==> src/rtl/serial_link_host.sv <==
// Host-side partner of the 7-phase, 12-bit serial wrapper: serialises request frames onto
// in_bits and reassembles the wrapper's 21-bit result from out_bits into a response stream.
module serial_link_host #(
    parameter int REQ_DEPTH = 2,
    parameter int RSP_DEPTH = 4
) (
    input  logic        clk,
    input  logic        reset_n,
    input  logic        link_en,
    input  logic        req_valid,
    output logic        req_ready,
    input  logic [38:0] req_frame,
    output logic [11:0] in_bits,
    input  logic [11:0] out_bits,
    output logic        rsp_valid,
    input  logic        rsp_ready,
    output logic [20:0] rsp_data,
    output logic        rsp_idle,
    output logic        rsp_overflow,
    output logic [15:0] frame_cnt
);
    localparam int REQ_AW = $clog2(REQ_DEPTH);
    localparam int RSP_AW = $clog2(RSP_DEPTH);
    localparam logic [2:0]      LAST_PHASE = 3'd6;
    localparam logic [REQ_AW:0] REQ_ONE    = 1;
    localparam logic [RSP_AW:0] RSP_ONE    = 1;

    typedef struct packed {
        logic        idle;
        logic [20:0] data;
    } rsp_entry_t;

    logic [2:0]  phase;
    logic        at_load;
    logic        at_push;

    assign at_load = (phase == LAST_PHASE);
    assign at_push = (phase == 3'd0);

    // ---------------- request FIFO ----------------
    logic [38:0]     req_mem [REQ_DEPTH];
    logic [REQ_AW:0] req_wr_ptr;
    logic [REQ_AW:0] req_rd_ptr;
    logic            req_empty;
    logic            req_full;
    logic            req_push;
    logic            req_pop;

    assign req_empty = (req_wr_ptr == req_rd_ptr);
    assign req_full  = (req_wr_ptr[REQ_AW] != req_rd_ptr[REQ_AW]) &&
                       (req_wr_ptr[REQ_AW-1:0] == req_rd_ptr[REQ_AW-1:0]);
    assign req_ready = !req_full;
    assign req_push  = req_valid && req_ready;
    // Frames are only taken at a frame boundary; an empty FIFO is never bypassed.
    assign req_pop   = at_load && link_en && !req_empty;

    // NOTE: FIFO storage has no reset; the reset pointers alone define what is valid.
    always_ff @(posedge clk) begin
        if (req_push) req_mem[req_wr_ptr[REQ_AW-1:0]] <= req_frame;
    end

    // ---------------- frame drive ----------------
    logic [38:0] next_frame;
    logic [26:0] cur_rest;      // W1..W3 fields of the frame being driven
    logic        cur_idle;
    logic        prev_idle;
    logic [11:0] lo;
    logic [11:0] in_bits_nxt;

    assign next_frame = req_pop ? req_mem[req_rd_ptr[REQ_AW-1:0]] : '0;

    always_comb begin
        // NOTE: default assigned first so every path drives in_bits_nxt and no latch is inferred.
        in_bits_nxt = '0;
        case (phase)
            3'd6:    in_bits_nxt = next_frame[38:27];
            3'd0:    in_bits_nxt = cur_rest[14:3];
            3'd1:    in_bits_nxt = cur_rest[26:15];
            3'd2:    in_bits_nxt = {9'b0, cur_rest[2:0]};
            default: ;
        endcase
    end

    // NOTE: sequential state uses non-blocking assignments so every register samples pre-edge values.
    always_ff @(posedge clk or negedge reset_n) begin
        if (!reset_n) begin
            phase      <= '0;
            in_bits    <= '0;
            cur_rest   <= '0;
            cur_idle   <= 1'b1;
            prev_idle  <= 1'b1;
            lo         <= '0;
            frame_cnt  <= '0;
            req_wr_ptr <= '0;
            req_rd_ptr <= '0;
        end else begin
            phase   <= at_load ? 3'd0 : phase + 3'd1;
            in_bits <= in_bits_nxt;
            if (req_push) req_wr_ptr <= req_wr_ptr + REQ_ONE;
            if (req_pop)  req_rd_ptr <= req_rd_ptr + REQ_ONE;
            if (at_load) begin
                cur_rest  <= next_frame[26:0];
                cur_idle  <= !req_pop;
                prev_idle <= cur_idle;
                lo        <= out_bits;
            end
            if (at_push) frame_cnt <= frame_cnt + 16'd1;
        end
    end

    // ---------------- response FIFO ----------------
    rsp_entry_t      rsp_mem [RSP_DEPTH];
    rsp_entry_t      push_entry;
    rsp_entry_t      head_entry;
    logic [RSP_AW:0] rsp_wr_ptr;
    logic [RSP_AW:0] rsp_rd_ptr;
    logic            rsp_full;
    logic            rsp_pop;
    logic            rsp_write;
    logic            unused_out_hi;

    // The result spans the phase-6 word and the low 9 bits of the following phase-0 word.
    assign push_entry    = '{idle: prev_idle, data: {out_bits[8:0], lo}};
    assign unused_out_hi = &{1'b0, out_bits[11:9]};

    assign rsp_valid = (rsp_wr_ptr != rsp_rd_ptr);
    assign rsp_full  = (rsp_wr_ptr[RSP_AW] != rsp_rd_ptr[RSP_AW]) &&
                       (rsp_wr_ptr[RSP_AW-1:0] == rsp_rd_ptr[RSP_AW-1:0]);
    assign rsp_pop   = rsp_valid && rsp_ready;
    assign rsp_write = at_push && (!rsp_full || rsp_pop);

    assign head_entry = rsp_mem[rsp_rd_ptr[RSP_AW-1:0]];
    assign rsp_data   = head_entry.data;
    assign rsp_idle   = head_entry.idle;

    always_ff @(posedge clk) begin
        if (rsp_write) rsp_mem[rsp_wr_ptr[RSP_AW-1:0]] <= push_entry;
    end

    always_ff @(posedge clk or negedge reset_n) begin
        if (!reset_n) begin
            rsp_wr_ptr   <= '0;
            rsp_rd_ptr   <= '0;
            rsp_overflow <= 1'b0;
        end else begin
            if (rsp_write) rsp_wr_ptr <= rsp_wr_ptr + RSP_ONE;
            if (rsp_pop)   rsp_rd_ptr <= rsp_rd_ptr + RSP_ONE;
            if (at_push && rsp_full && !rsp_pop) rsp_overflow <= 1'b1;
        end
    end

endmodule

==> config.mk <==
export PLATFORM = sky130hd
export DESIGN_NAME = serial_link_host
export DESIGN_NICKNAME = d
export VERILOG_FILES = /design/src/rtl/serial_link_host.sv
export SDC_FILE = /design/constraint.sdc
export NUM_CORES = 1
export LEC_CHECK = 0
export BUFFER_PORTS_ARGS = -buffer_cell sky130_fd_sc_hd__buf_2
export CAP_MARGIN = 10
export CORE_MARGIN = 5
export CORE_UTILIZATION = 52
export DETAILED_ROUTE_END_ITERATION = 8
export MAX_ROUTING_LAYER = met4
export PLACE_DENSITY = 0.83
export SYNTH_ARGS = -nofsm -noshare
export SYNTH_HDL_FRONTEND = slang
export SYNTH_SLANG_ARGS = --single-unit
==> constraint.sdc <==
create_clock -name clk -period 2.7 [get_ports clk]
set_input_delay 0.27 -clock clk [delete_from_list [all_inputs] [get_ports clk]]
set_output_delay 0.27 -clock clk [all_outputs]
set_load 0.02 [all_outputs]
== After elaboration in Yosys (flattened, before gate mapping) ==
Memories as Yosys holds them, arrays and structs flattened.
Index checks and enable logic that the tools add are counted.
Word-level totals
  bits in registers: 83
  RAM bits: 166
  output and inout port bits: 53
  word-level logic and storage cells: 52
  memories kept: 2
Memory list
  rsp_mem: words 4, width 22, read ports 1, clocked after Yosys merged registers in 0, wr ports 1, line 112  | rsp_entry_t rsp_mem [RSP_DEPTH];
  req_mem: words 2, width 39, read ports 1, clocked after Yosys merged registers in 0, wr ports 1, line 41  | logic [38:0] req_mem [REQ_DEPTH];
Cells by class
  add/sub/neg operators: 6
  eq/ne operators: 9
  mux-type cells: 7
  reduce and logical (&&, ||, !) cells: 16
Operators with widths (number)
  $pmux W12 S4: 1
  $mux W39: 1
  $add A16 B1 Y16 const B: 1
  $add A3 B1 Y3 const B: 3
  $logic_and A1 B1 Y1: 9
  $logic_not A1 Y1: 5
  $add A2 B1 Y2 const B: 2
  $eq A2 B2 Y1: 2
  $mux W1: 4
  $eq A3 B1 Y1 const B: 1
  $eq A3 B2 Y1 const B: 1
  $eq A3 B3 Y1 const B: 1
  $logic_not A3 Y1: 1
  $mux W3: 1
  $ne A3 B3 Y1: 1
  $ne A1 B1 Y1: 2
  $eq A1 B1 Y1: 1
  $logic_or A1 B1 Y1: 1

== Depth between registers and ports, before layout ==
Gate-level depths: netlist of run 1.
  depth after elaboration: 7
  gate-level depth with buffers: 6
  gate-level depth less buffers: 5

== Least setup slack after synthesis of run 1 ==
Ideal clock, no wire load.
  kind: register to register
  start: reg req_rd_ptr[0]
  end: mem req_mem[0][0] (enable)
  data arrival time: 2.663 ns
  data required time: 2.265 ns
  path slack: -0.398 ns
  stages on the path, launching flop included: 6
  buffers on the path: 1
  clock period less this slack: 3.098 ns
  path through: dfrtp_1 > clkbuf_1 > xnor2_1 > nand2b_1 > nand2_1 > nor2_1
On the way
  word-level cells in the longest chain between the ends: 6
RTL lines
  start: declaration: line 43  | logic [REQ_AW:0] req_rd_ptr;
  start signal: assignment: line 100  | if (req_pop) req_rd_ptr <= req_rd_ptr + REQ_ONE;
  $eq A1 B1 Y1: line 51  | (req_wr_ptr[REQ_AW-1:0] == req_rd_ptr[REQ_AW-1:0]);
  $logic_and A1 B1 Y1: line 50  | assign req_full = (req_wr_ptr[REQ_AW] != req_rd_ptr[REQ_AW]) &&
  $logic_not A1 Y1: line 52  | assign req_ready = !req_full;
  via req_ready: line 11  | output logic req_ready,
  $logic_and A1 B1 Y1: line 53  | assign req_push = req_valid && req_ready;
  $mux W1: line 59  | if (req_push) req_mem[req_wr_ptr[REQ_AW-1:0]] <= req_frame;
  $mux W1 (implied by the code): line 59
  end: declaration: line 41
The timed path passes the listed nets, and every way through them passes these cells.

== Final worst setup path of run 1 ==
  start: reg rsp_rd_ptr[0]
  end: out rsp_data[20]
On the way
  word-level cells in the longest chain between the ends: 1
RTL lines
  start: declaration: line 116  | logic [RSP_AW:0] rsp_rd_ptr;
  start signal: assignment: line 147  | if (rsp_pop) rsp_rd_ptr <= rsp_rd_ptr + RSP_ONE;
  $mem_v2 Z4 W22
  end: declaration: line 17  | output logic [20:0] rsp_data,
Every way passes these cells.

==> impl_metrics.tcl, run 1 <==
set metrics [dict create \
    numCtsBuffers 25 \
    drt_iter0_markers 349 \
    grt_pass1_vias 5458 \
    path_class "register to primary output" \
    antennaDiodeCount 0 \
    synth_top_area_cell "edfxtp_1" \
    rsz0062_at_grt "no" \
    synthToLayoutAreaGrowth_pct 22.6 \
    grt_antenna_before_repair 0 \
    core-area_um2 17900 \
    tightest_slew_ps 936 \
    hold_viol_final 0 \
    synth_top_area_frac 0.528 \
    status "finished clean" \
    yosys-top-cells-area "edfxtp_1, dfrtp_1, mux2i_1, mux4_2, o31ai_1" \
    finalSetupTns_ps 0 \
    clock_skew_ps 27.7 \
    grt.overflow.total 0 \
    maxCapViolations 0 \
    fin_crit_sh 0.891 \
    final_cell_area_um2 11600 \
    instances_no_fill 961 \
    synth-edff-count 166 \
    nFillCells 1208 \
    port_buffers 108 \
    pre_cts_slack_ps 493 \
    end_kind "primary output" \
    cts_tree "built" \
    ys_ff_latch 249 \
    grt_pass1_wl_mm 28.3 \
    dp_hpwl_mm 11.4 \
    synth-main-ff-cell "edfxtp_1" \
    wl_mm 17.9 \
    drc 0 \
    dr.pass1.iters 4 \
    drive_gt1_frac 0.290 \
    wl_per_cell_um 18.6 \
    final_core_util 0.647 \
    cts-htree-levels 1 \
    ctsLongestPathBuffers 3 \
    dieArea_um2 21000 \
    arrival_ps 2140 \
    setup_viol 0 \
    synth_area_um2 9440 \
    grt_start_max_net_pins 62 \
    cts_setup_buffers 0 \
    post_cts_resize_count 0 \
    syn_inst 538 \
    grtUsageTotal 0.180 \
    ant_nets 0 \
    synth_nets 600 \
    synthArstFlopShare 0.333 \
    path_max_fanout 24 \
    nets 775 \
    ys.warnings.count 0 \
    die_x_um 145 \
    placed_cell_area_um2 10300 \
    row_count 49 \
    slew_headroom 0.375 \
    p_leak_nw 4.63 \
    period_minus_slack_ps 2410 \
    post-place-cells 862 \
    ctsHoldBuffers 53 \
    clkSinkCount 249 \
    p_per_area_nw_per_um2 1030 \
    vias_per_cell 5.33 \
    path_clk_slew_ps 60 \
    yosysUniqueCellTypes 35 \
    ir_drop_v 0.000761 \
    fin_ws_ps 293 \
    syn_area_per_cell_um2 17.6 \
    place_congestion 0.776 \
    hold_path.class "input pin to register" \
    required_ps 2430 \
    timing.fmax_ghz 0.415 \
    crit_path_start_kind "register" \
    ios 109 \
    clock-root-buffer "clkbuf_16" \
    die_height_um 145 \
    clock_latency_ps 520 \
    report.final.slew_viol_count 0 \
    start_util 0.527 \
    yosysSeqAreaShare 0.748 \
    num_vias 5122 \
]
## synthesized netlist by cell type, drive strengths merged, types with 9 or more instances
cell type,number
buf,9
mux2,14
edfxtp,166
clkbuf,18
dfrtp,81
mux2i,51
inv,9
nor2,12
mux4,22
o31ai,27
nand2,41
o22ai,12
xnor2,19
## layer usage
metal	track usage	routed length, µm	up-vias	part of all wire
met5	-	0	-	0
met4	0.0398	288	0	0.016
met3	0.0283	908	22	0.051
met2	0.318	9680	136	0.54
met1	0.220	6980	2570	0.39
li1	-	-	2394	-
## layout by cell type, fill, tap and decap left out, types with 9 or more instances in the layout
cell type / n
nor2_1: 11
edfxtp_1: 166
xnor2_1: 19
nand2_1: 41
mux2i_1: 51
mux2_2: 14
buf_4: 14
clkbuf_16: 25
buf_2: 107
mux4_2: 22
inv_1: 9
o31ai_1: 27
dfrtp_1: 80
o22ai_1: 12
dlygate4sd3_1: 53
## per-stage QoR
step | total power, W | hold slack [ps]
2_1_floorplan | 0.00767 | -25.6
3_3_place_gp | 0.00860 | 390
3_5_place_dp | 0.00877 | 398
4_1_cts | 0.0120 | 170
5_1_grt | 0.0125 | 169
6_report | 0.0119 | 177
## kinds of logic after synthesis
logic type               after synthesis  share of synthesized area
AO/OA/AOI/OAI                         56                     0.0411
XOR/XNOR                              27                     0.0250
adder cells (fa/ha/maj)                6                    0.00795
buffers and inverters                 36                     0.0162
flip-flops                           249                      0.748
multiplexers                          87                      0.123
AND/OR/NAND/NOR                       77                     0.0384
## where the power goes
part | leakage [nW] | internal, W | switching (W)
Combinational | 1.66 | 0.00123 | 0.00207
Sequential | 2.60 | 0.00509 | 0.000334
Clock | 0.370 | 0.00175 | 0.00139
## area by class of cell
cell class,count,area (µm²),share of cell area
Inverter,9,33.8,0.00292
Clock buffer,29,651,0.0562
Multi-Input combinational cell,253,2230,0.193
Sequential cell,249,7070,0.610
Timing Repair Buffer,175,1190,0.103
Tap cell,229,287,0.0248
Clock inverter,17,113,0.00973
## path summary, 6_finish.rpt
kind | end | slack, ps | depth (start not counted) | startpoint
worst max-delay path | rsp_data[20] | 290 | 3 | rsp_rd_ptr[0]$_DFFE_PN0P_
worst min-delay path | req_wr_ptr[0]$_DFFE_PN0P_ | 180 | 3 | req_valid
worst max register to register | frame_cnt[15]$_DFFE_PN0N_ | 500 | 4 | phase[1]$_DFF_PN0_
worst min register to register | prev_idle$_DFFE_PN1N_ | 480 | 2 | cur_idle$_DFFE_PN1N_
max in group asynchronous | cur_rest[21]$_DFFE_PN0N_ | 1590 | 3 | reset_n
min in group asynchronous | frame_cnt[3]$_DFFE_PN0N_ | 380 | 2 | reset_n
## worst max-delay path, stage by stage (launching register included)
cell and delay (ps):
dfrtp_1 400, buf_4 440, mux4_2 590, buf_2 180
## state kept, by name, indices dropped and copies added (netlist names)
signal        cells
rsp_rd_ptr        3
rsp_overflow      1
cur_idle          1
req_wr_ptr        2
req_rd_ptr        2
frame_cnt        16
prev_idle         1
rsp_wr_ptr        3
rsp_mem          88
in_bits          12
lo               12
phase             3
req_mem          78
cur_rest         27
(Power assumes the default switching activity.)
==> run 2: changes to the inputs <==
Settings changed: CORE_ASPECT_RATIO from default to 1.2.
Clock period 2.7 ns to 2.1 ns, I/O delays scaled along.
==> impl_metrics.tcl, run 2 (synthesis gave the netlist of run 1 again) <==
set metrics [dict create \
    switching_share 0.309 \
    period_minus_slack_ps 2130 \
    rsz0062_at_grt "yes" \
    path_clk_slew_ps 60 \
    worstPathCellList "buf_6 > clkbuf_16 > mux4_2 > buf_6" \
    num_vias 5211 \
    place_congestion 0.791 \
    ir_drop_v 0.000815 \
    path_class "register to primary output" \
    grt_antenna_before_repair 0 \
    arrival_ps 1920 \
    drive_gt1_frac 0.305 \
    cts_tree "built" \
    layout_commonest_cell "edfxtp_1" \
    final_cell_area_um2 12000 \
    wl_mm 19.0 \
    synthToLayoutAreaGrowth_pct 26.9 \
    path_max_fanout 6 \
    grt_use_met2 0.325 \
    grt.overflow.total 0 \
    critPathMaxStageDelay_ps 530 \
    slowest_stage "mux4_2" \
    setup_viol 13 \
    internal-power_w 0.0112 \
    maxCapViolations 0 \
    cp_num_buf_inv 3 \
    ios 109 \
    wl_per_cell_um 19.6 \
    numCtsBuffers 23 \
    grt_pass1_wl_mm 29.0 \
    die_height_um 158 \
    ctsLongestPathBuffers 3 \
    final_cell_mix "edfxtp_1, buf_2, dfrtp_1" \
    grtUsageMet3 0.0299 \
    clock_skew_ps 7.59 \
    die_x_um 133 \
    use_met1 0.210 \
    p_per_area_nw_per_um2 1350 \
    cp_top_family "multiplexers" \
    tightest_slew_ps 688 \
    power.share.combinational 0.322 \
    p_seq_frac 0.433 \
    power.total_w 0.0162 \
    crit_path_start_kind "register" \
    end_kind "primary output" \
    fin_crit_sh 1.01 \
    antennaDiodeCount 0 \
    report.final.slew_viol_count 0 \
    switchingPower_w 0.00500 \
    clkPwrFrac 0.245 \
    port_buffers 108 \
    timing.fmax_ghz 0.469 \
    p_leak_nw 4.81 \
    hold_path.class "input pin to register" \
    drt_iter0_markers 306 \
    core-area_um2 18000 \
    required_ps 1890 \
    grtUsageTotal 0.180 \
    nets 791 \
    cts-htree-levels 1 \
    crit_top_cell "buf_6" \
    grt_busiest_layer "met2" \
    clkSinkCount 249 \
    ant_nets 0 \
    failed_checks "setup timing" \
    dp_hpwl_mm 11.6 \
    largest_reg_flops 88 \
    instances_no_fill 969 \
    hold_viol_final 0 \
    dieArea_um2 21000 \
    fin_ws_ps -31.1 \
    slew_headroom 0.541 \
    drc 0 \
    vias_per_cell 5.38 \
    status "complete, but fails checks" \
    final_core_util 0.664 \
    grt_pass1_vias 5503 \
    dr.pass1.iters 4 \
    start_util 0.523 \
    placed_cell_area_um2 10400 \
    clock_latency_ps 500 \
    row_count 54 \
    clock-root-buffer "clkbuf_16" \
    post-place-cells 865 \
    grt_start_max_net_pins 54 \
]
-- run 2: changes by cell type in the layout (fill, tap and decap cells not counted), moves of 6 or more --
cell and delta:
buf_12 +8, buf_6 +24, buf_2 -23, buf_4 +6
-- run 2: routing by layer --
metal  wire length (µm)  share of wire
met3                703          0.037
met5                  0              0
met4                453          0.024
met2              10700           0.57
met1               7090           0.37
-- run 2: power by group through the flow --
| stage | Sequential, W | Clock [W] | Combinational [W] |
|---|---|---|---|
| 6_report | 0.00701 | 0.00397 | 0.00521 |
| 2_1_floorplan | 0.00707 | 0 | 0.00279 |
| 3_5_place_dp | 0.00707 | 0 | 0.00445 |
| 5_1_grt | 0.00710 | 0.00430 | 0.00556 |
| 4_1_cts | 0.00698 | 0.00406 | 0.00455 |
| 3_3_place_gp | 0.00701 | 0 | 0.00429 |
-- run 2: final timing paths --
check / from / to / slack [ps] / depth (start not counted)
setup / recovery: rsp_rd_ptr[0]$_DFFE_PN0P_ / rsp_idle / -30 / 4
hold / removal: req_valid / req_wr_ptr[0]$_DFFE_PN0P_ / 100 / 3
setup reg to reg: phase[0]$_DFF_PN0_ / frame_cnt[12]$_DFFE_PN0N_ / 220 / 4
hold reg to reg: cur_rest[19]$_DFFE_PN0N_ / cur_rest[19]$_DFFE_PN0N_ / 480 / 2
max in group asynchronous: reset_n / prev_idle$_DFFE_PN1N_ / 1200 / 3
min in group asynchronous: reset_n / phase[2]$_DFF_PN0_ / 220 / 2
-- run 2: area by class of cell --
type | instances | area (µm²)
Clock inverter | 10 | 101
Fill cell | 1158 | 6060
Sequential cell | 249 | 7070
Clock buffer | 31 | 616
Inverter | 9 | 33.8
Timing Repair Buffer | 193 | 1620
Multi-Input combinational cell | 253 | 2270
Tap cell | 224 | 280
-- run 2: worst register-to-register path: stages, from the launching register on --
cell and delay (ps):
dfrtp_1 400, or4b_4 560, or4_4 530, nor2_1 150
xor2_1 170
-- run 2: timing repair --
action / in CTS / in global routing
cloned: 0 / 2
pin swaps: 0 / 1
resized for setup: 0 / 55
setup buffers: 0 / 8
endpoints found under the setup margin: 11 / 23
hold endpoints to repair: 155 / 0
hold buffers: 53 / 0
-- run 2: per-stage QoR --
step,hold WS [ps],setup WS (ps),TNS [ps]
4_1_cts,64.7,-62.7,-291
6_report,104,-31.1,-157
5_1_grt,91.7,-125,-1400
3_3_place_gp,154,283,0
2_1_floorplan,-85.6,49.9,0
3_5_place_dp,171,229,0
==> run 3: changes to the inputs <==
Settings changed: GPL_TIMING_DRIVEN from default to 0.
==> impl_metrics.tcl, run 3 (synthesis gave the netlist of run 1 again) <==
set metrics [dict create \
    status "complete, but fails checks" \
    failed_checks "setup timing" \
    layout_commonest_cell "edfxtp_1" \
    final_cell_mix "edfxtp_1, buf_2, dfrtp_1" \
    antennaDiodeCount 0 \
    grt_pass1_wl_mm 31.0 \
    nFillCells 1188 \
    maxCapViolations 0 \
    power.total_w 0.0159 \
    grt.overflow.total 0 \
    required_ps 1890 \
    end_kind "primary output" \
    fin_ws_ps -38.8 \
    seqCellArea_um2 7070 \
    rsz0062_at_grt "yes" \
    largest_reg_flops 88 \
    path_class "register to primary output" \
    row_count 54 \
    period_minus_slack_ps 2140 \
    crit_path_start_kind "register" \
    post-place-cells 871 \
    clock_skew_ps 13.5 \
    r2r-start "phase[0]$_DFF_PN0_" \
    grt_busiest_layer "met2" \
    dieArea_um2 21000 \
    grtUsageTotal 0.193 \
    cts-htree-levels 1 \
    die_height_um 158 \
    fin_crit_sh 1.02 \
    ir_drop_v 0.000996 \
    arrival_ps 1930 \
    numCtsBuffers 24 \
    clock-root-buffer "clkbuf_16" \
    tightest_slew_ps 717 \
    synthToLayoutAreaGrowth_pct 25.5 \
    ant_nets 0 \
    wl_per_cell_um 19.8 \
    port_buffers 108 \
    grt_antenna_before_repair 0 \
    start_util 0.523 \
    ios 109 \
    ff2ff_path_depth 5 \
    r2r_end "rsp_mem[2][5]$_DFFE_PP_" \
    cp_top_family "multiplexers" \
    grt_pass1_vias 5936 \
    p_leak_nw 4.74 \
    num_vias 5361 \
    report.final.slew_viol_count 0 \
    core-area_um2 18000 \
    dp_hpwl_mm 11.7 \
    drive_gt1_frac 0.301 \
    cts_tree "built" \
    die_x_um 133 \
    path_clk_slew_ps 60 \
    wl_mm 19.3 \
    path_max_fanout 10 \
    slew_headroom 0.522 \
    clkSinkCount 249 \
    vias_per_cell 5.49 \
    cp_num_buf_inv 2 \
    use_met1 0.217 \
    timing.fmax_ghz 0.468 \
    ff2ff_setup_slack_ps 0 \
    slowest_stage "mux4_2" \
    grt_start_max_net_pins 51 \
    p_per_area_nw_per_um2 1340 \
    drt_iter0_markers 336 \
    clock_latency_ps 500 \
    startpoint "rsp_rd_ptr[0]$_DFFE_PN0P_" \
    multi_input_area_um2 2350 \
    grtUsageMet3 0.0264 \
    dr.pass1.iters 4 \
    hold_path.class "input pin to async pin" \
    setup_viol 8 \
    grt_use_met2 0.354 \
    drc 0 \
    worstPathCellList "buf_12 > mux4_2 > buf_2" \
    instances_no_fill 976 \
    hold_viol_final 0 \
    place_congestion 0.794 \
    nets 796 \
    ctsLongestPathBuffers 3 \
    critPathMaxStageDelay_ps 530 \
]
## run 3: cell count changes in the layout (fill, tap and decap cells not counted), sizes merged
cell and change:
clkinvlp +1, buf -12, clkbuf +16, clkinv +1, and2 +1, nor2 +2, bufinv -2
## run 3: metal layers
metal,up-vias,routed length (µm)
li1,2437,-
met1,2719,7310
met2,153,10500
met3,52,742
met4,0,675
met5,-,0
## run 3: area by class of cell
class | instances | share of cell area
Clock inverter | 10 | 0.00454
Timing Repair Buffer | 169 | 0.101
Inverter | 9 | 0.00285
Multi-Input combinational cell | 256 | 0.198
Buffer | 25 | 0.0141
Sequential cell | 249 | 0.596
Clock buffer | 34 | 0.0590
Tap cell | 224 | 0.0236
## run 3: through the flow
| stage | utilization | hold slack, ps | instance area (µm²) | worst slack (ps) | TNS [ps] |
|---|---|---|---|---|---|
| floorplan | - | -85.6 | 9460 | 49.9 | 0 |
| global placement | 0.570 | 397 | 10300 | -296 | -34880 |
| detailed placement | 0.571 | 201 | 10300 | -334 | -45860 |
| CTS | 0.653 | 212 | 11800 | -15.4 | -141 |
| global route | 0.657 | 257 | 11900 | -102 | -7980 |
| finish | 0.657 | 223 | 11900 | -38.8 | -129 |
## run 3: worst reg2reg max path, delay by kind of cell (launching register included)
family / cells / cell delay, ps
and+or+nand+nor: 2 / 790
DFF: 1 / 370
buffers and inverters: 2 / 300
AOI/OAI and AO/OA: 1 / 290
## run 3: how the worst max path moves through the flow
stage	end	slack (ps)	depth (start not counted)
final	rsp_data[8]	-40	3
after global routing	rsp_data[8]	-100	3
after CTS	rsp_data[13]	-20	3
after detailed placement	rsp_mem[3][15]$_DFFE_PP_	-330	5
after global placement	rsp_mem[3][17]$_DFFE_PP_	-300	5
after floorplan	rsp_mem[3][0]$_DFFE_PP_	50	5
## run 3: where the power goes
part / switching (W) / internal, W / leakage (nW) / total [W]
clock network: 0.00174 / 0.00232 / 0.374 / 0.00406
registers: 0.000584 / 0.00655 / 2.60 / 0.00713
logic: 0.00279 / 0.00191 / 1.76 / 0.00469
total: 0.00511 / 0.0108 / 4.74 / 0.0159
## run 3: what timing repair did
action                     CTS  global route
hold buffers                53             0
hold endpoints to repair   153             0
pin swaps                    3             4
cloned                       3             0
setup endpoints to repair  205           141
gates resized for setup     31            19
buffers inserted             6             1
